[src/rtl/adder_share_arb.sv]
// adder_share_arb: round-robin sharing of one signed L-bit adder among N
// requesters. The winning operand pair is added in the grant cycle and the
// sum, signed-overflow flag and requester ID land in a single-entry output
// register one cycle later. A new grant is only issued when that register
// is empty or being drained in the same cycle.
module adder_share_arb #(
   parameter  int L   = 4,
   parameter  int N   = 4,
   localparam int IDW = (N > 1) ? $clog2(N) : 1
) (
   input  logic             clk_i,
   input  logic             rst_n_i,
   input  logic [N-1:0]     req_valid_i,
   output logic [N-1:0]     req_ready_o,
   input  logic [N*L-1:0]   req_a_i,
   input  logic [N*L-1:0]   req_b_i,
   output logic             res_valid_o,
   input  logic             res_ready_i,
   output logic [L-1:0]     res_sum_o,
   output logic             res_ovf_o,
   output logic [IDW-1:0]   res_id_o
);

   // Unpacked per-requester operand views.
   logic [L-1:0]   op_a [N];
   logic [L-1:0]   op_b [N];

   // Round-robin pointer: index with the highest priority this cycle.
   logic [IDW-1:0] ptr_q;
   logic [IDW-1:0] ptr_d;

   // Output register; res_valid_q doubles as the EMPTY/FULL state bit.
   logic           res_valid_q;
   logic           res_valid_d;
   logic [L-1:0]   res_sum_q;
   logic [L-1:0]   res_sum_d;
   logic           res_ovf_q;
   logic           res_ovf_d;
   logic [IDW-1:0] res_id_q;
   logic [IDW-1:0] res_id_d;

   // Arbitration and datapath nets.
   logic           can_accept;
   logic           grant_found;
   logic [IDW-1:0] grant_idx;
   logic           xfer;
   logic [L-1:0]   sel_a;
   logic [L-1:0]   sel_b;
   logic [L-1:0]   add_sum;
   logic           add_ovf;

   genvar gi;
   generate
      for (gi = 0; gi < N; gi++) begin : g_unpack
         assign op_a[gi] = req_a_i[gi*L +: L];
         assign op_b[gi] = req_b_i[gi*L +: L];
      end
   endgenerate

   // The register can take a new result when empty or being drained now.
   assign can_accept = !res_valid_q || res_ready_i;

   // Search ptr, ptr+1, ... (mod N) for the first valid requester.
   always_comb begin
      int            idx;
      logic [IDW-1:0] idx_w;
      grant_found = 1'b0;
      grant_idx   = '0;
      idx         = 0;
      idx_w       = '0;
      for (int k = 0; k < N; k++) begin
         idx = int'(ptr_q) + k;
         if (idx >= N) begin
            idx = idx - N;
         end
         idx_w = IDW'(idx);
         if (!grant_found && req_valid_i[idx_w]) begin
            grant_found = 1'b1;
            grant_idx   = idx_w;
         end
      end
   end

   // A grant is suppressed while in reset or while the register is blocked.
   assign xfer = grant_found && can_accept && rst_n_i;

   generate
      for (gi = 0; gi < N; gi++) begin : g_ready
         assign req_ready_o[gi] = xfer && (grant_idx == IDW'(gi));
      end
   endgenerate

   // Shared adder: wrap-around sum, overflow when like-signed operands
   // produce a result of the opposite sign.
   assign sel_a   = op_a[grant_idx];
   assign sel_b   = op_b[grant_idx];
   assign add_sum = sel_a + sel_b;
   assign add_ovf = (sel_a[L-1] == sel_b[L-1]) && (add_sum[L-1] != sel_a[L-1]);

   // Next state: load on transfer (even while draining), empty on a bare drain.
   always_comb begin
      res_valid_d = res_valid_q;
      res_sum_d   = res_sum_q;
      res_ovf_d   = res_ovf_q;
      res_id_d    = res_id_q;
      ptr_d       = ptr_q;
      if (xfer) begin
         res_valid_d = 1'b1;
         res_sum_d   = add_sum;
         res_ovf_d   = add_ovf;
         res_id_d    = grant_idx;
         ptr_d       = (grant_idx == IDW'(N - 1)) ? '0 : grant_idx + IDW'(1);
      end else if (res_valid_q && res_ready_i) begin
         res_valid_d = 1'b0;
      end
   end

   // State register with synchronous active-low reset.
   always_ff @(posedge clk_i) begin
      if (!rst_n_i) begin
         res_valid_q <= 1'b0;
         res_sum_q   <= '0;
         res_ovf_q   <= 1'b0;
         res_id_q    <= '0;
         ptr_q       <= '0;
      end else begin
         res_valid_q <= res_valid_d;
         res_sum_q   <= res_sum_d;
         res_ovf_q   <= res_ovf_d;
         res_id_q    <= res_id_d;
         ptr_q       <= ptr_d;
      end
   end

   // Outputs come straight from the register.
   always_comb begin
      res_valid_o = res_valid_q;
      res_sum_o   = res_sum_q;
      res_ovf_o   = res_ovf_q;
      res_id_o    = res_id_q;
   end

endmodule
[config.mk]
export PLATFORM = sky130hd
export DESIGN_NAME = adder_share_arb
export DESIGN_NICKNAME = d
export VERILOG_FILES = /design/src/rtl/adder_share_arb.sv
export SDC_FILE = /design/constraint.sdc
export NUM_CORES = 1
export LEC_CHECK = 0
export BUFFER_PORTS_ARGS = -buffer_cell sky130_fd_sc_hd__buf_2
export CAP_MARGIN = 30
export CORE_ASPECT_RATIO = 0.9
export CORE_MARGIN = 5
export CORE_UTILIZATION = 44
export CTS_CLUSTER_SIZE = 25
export DETAILED_ROUTE_END_ITERATION = 12
export PLACE_DENSITY = 0.79
export SLEW_MARGIN = 20
export SYNTH_ARGS = -nofsm -noshare
export SYNTH_HDL_FRONTEND = slang
export SYNTH_SLANG_ARGS = --single-unit
[constraint.sdc]
create_clock -name clk_i -period 3.75 [get_ports clk_i]
set_clock_uncertainty 0.05 [all_clocks]
set_input_delay 0.75 -clock clk_i [delete_from_list [all_inputs] [get_ports clk_i]]
set_output_delay 0.75 -clock clk_i [all_outputs]
set_load 0.05 [all_outputs]
==> flow_metrics.env <==
export IMPL_ys_warn_count=0
export IMPL_clkTransAtPathRegs_ns=0.06
export IMPL_synth_most_common_cell="mux2i_1"
export IMPL_drc=0
export IMPL_grt_first_pass_wirelength_um=4020
export IMPL_core_area_um2=1950
export IMPL_finalMaxSlewViolations=0
export IMPL_overflow=0
export IMPL_cp_data_arrival_time_ns=2.65
export IMPL_cts_max_level=1
export IMPL_syn_area_per_cell_um2=9.17
export IMPL_grt_pass1_vias=959
export IMPL_io_pins=51
export IMPL_numPortBuffers=50
export IMPL_synth_edf_count=0
export IMPL_ir_worst_vdd_v=0.000384
export IMPL_synth_common_cells="19 x mux2i_1, 10 x dfxtp_1, 9 x nor2b_1"
export IMPL_clkSinkCount=10
export IMPL_status="finished clean"
export IMPL_vias_per_cell=5.35
export IMPL_routedWlPerCell_um=13.9
export IMPL_via_count=942
export IMPL_required_ns=2.95
export IMPL_cts_made_buffers=3
export IMPL_root_buffer="clkbuf_4"
export IMPL_post_route_min_period_ns=3.45
export IMPL_finalHoldViolCount=0
export IMPL_start_kind="primary input"
export IMPL_track_usage=0.168
export IMPL_setup_slack_ns=0.304
export IMPL_final_nets=200
export IMPL_synth_area_leader_cell="dfxtp_1"
export IMPL_p_per_area_nw_per_um2=521
export IMPL_grt_max_degree=18
export IMPL_hold_path_class="reg -> reg"
export IMPL_max_freq_mhz=290
export IMPL_dieWidth_um=58.4
export IMPL_die_h_um=53.5
export IMPL_synth_area_um2=926
export IMPL_final_setup_tns_ns=0
export IMPL_synthArstFlopShare=0
export IMPL_netlist_instances=101
export IMPL_initial_core_util=0.474
export IMPL_postCtsHoldBufs=0
export IMPL_cts_tree="done"
export IMPL_synthFlopType="dfxtp_1"
export IMPL_ys_seq_area_frac=0.216
export IMPL_cts_setup_buffers=0
export IMPL_die_area_um2=3120
export IMPL_rows=15
export IMPL_r2r_cells=10
export IMPL_synthTopCellsByArea="dfxtp_1 22%, mux2i_1 21%, ha_1 9.5%"
export IMPL_drtIter0Drc=18
export IMPL_worst_pin_slew_ns=0.354
export IMPL_dp_slack_ns=0.217
export IMPL_place_gp_congestion=0.846
export IMPL_netlist_area_leader_share=0.216
export IMPL_routed_wl_um=2450
export IMPL_cap_violations=0
export IMPL_path_class="in -> out"
export IMPL_hold_path_cell_count=2
export IMPL_synthToLayoutAreaGrowth_pct=30.5
export IMPL_p_leak_nw=0.666
export IMPL_clk_latency_ns=0.26
export IMPL_first_pass_iters=4
export IMPL_synth_seq_cells=10
export IMPL_timing_final_crit_share=0.919
export IMPL_antenna_found_initial=0
export IMPL_syn_nets=148
export IMPL_worstPathMaxFanout=13
export IMPL_slew_limit_headroom=0.764
export IMPL_endpoint_kind="output port"
export IMPL_hpwl_um=1970
export IMPL_diodes=0
export IMPL_cts_buffer_depth=2
export IMPL_rsz0062_at_grt="false"
export IMPL_cts_resized=0
export IMPL_drive_above_1_share=0.411
export IMPL_finalSetupViolations=0
export IMPL_synth_distinct_cells=32
export IMPL_drtAntennaViolNets=0
==> area by class of cell <==
type / count / area (um^2)
repair buffers: 52 / 265
fillers: 192 / 743
well taps: 25 / 31.3
clock buffers: 3 / 22.5
multi-input cells: 80 / 667
inverters: 6 / 22.5
flip-flops and latches: 10 / 200
==> registers in the layout (all words and copies together), names as in the netlist <==
signal / flops
ptr_q: 2
res_id_o: 2
res_ovf_o: 1
res_sum_o: 4
res_valid_o: 1
==> metrics by stage <==
step | power [W] | instance area (um^2) | std cells | hold WS, ns | util
detailed placement | 0.000560 | 1190 | 173 | 0.443 | 0.608
global route | 0.000678 | 1210 | 176 | 0.481 | 0.619
CTS | 0.000635 | 1210 | 176 | 0.451 | 0.619
global placement | 0.000546 | 1190 | 173 | 0.416 | 0.608
finish | 0.000630 | 1210 | 176 | 0.449 | 0.619
floorplan | 0.000476 | 926 | 101 | 0.476 | -
==> worst paths after layout <==
kind,start,to,slack (ns)
worst max-delay path,req_valid_i[2],req_ready_o[2],0.30
worst min register to register,res_valid_o$_SDFFE_PN0P_,res_valid_o$_SDFFE_PN0P_,0.45
worst min-delay path,res_valid_o$_SDFFE_PN0P_,res_valid_o$_SDFFE_PN0P_,0.45
worst max register to register,ptr_q[0]$_SDFFE_PN0P_,res_sum_o[3]$_SDFFE_PN0P_,0.81
==> routing by layer <==
layer / part of all wire / routed length [um] / vias to the layer above / track usage
met4: 0.018 / 43 / 0 / 0.0772
met2: 0.45 / 1090 / 48 / 0.284
met5: 0 / 0 / - / 0
met1: 0.41 / 993 / 420 / 0.189
met3: 0.13 / 320 / 6 / 0.0610
li1: - / - / 468 / -
==> power breakdown <==
group | internal [W] | switching, W
Clock | 0.0000370 | 0.0000347
Sequential | 0.000133 | 0.0000157
Combinational | 0.000163 | 0.000246
Total | 0.000334 | 0.000296
==> placed cells by master (no fill, tap or decap), types with 2 or more instances in the layout <==
master	instances
inv_1	5
nand2_1	2
mux2i_1	19
nand3_1	2
nor2b_1	9
buf_2	50
buf_4	2
dfxtp_1	10
nor2_1	2
and3_1	8
a21boi_0	2
a211oi_1	4
o21ai_0	3
ha_1	7
a21oi_1	8
clkbuf_4	3
==> worst max-delay path, cell delays in order <==
cell,delay [ns]
buf_2,0.11
nor2b_1,0.13
or4b_4,0.58
nand2_4,0.22
buf_4,0.23
inv_1,0.08
ha_1,0.19
and3_1,0.15
buf_2,0.21
==> logic make-up (layout without fill, tap and decap cells) <==
group | count (synthesis) | in the layout | share of synthesized area
and+or+nand+nor | 28 | 28 | 0.195
AOI/OAI and AO/OA | 23 | 23 | 0.169
muxes | 19 | 19 | 0.205
buffers and inverters | 11 | 61 | 0.0635
DFF | 10 | 10 | 0.216
adders and majority gates | 8 | 8 | 0.116
xor gates and xnor gates | 2 | 2 | 0.0351
Note: power is estimated with default switching activity, not from simulation.
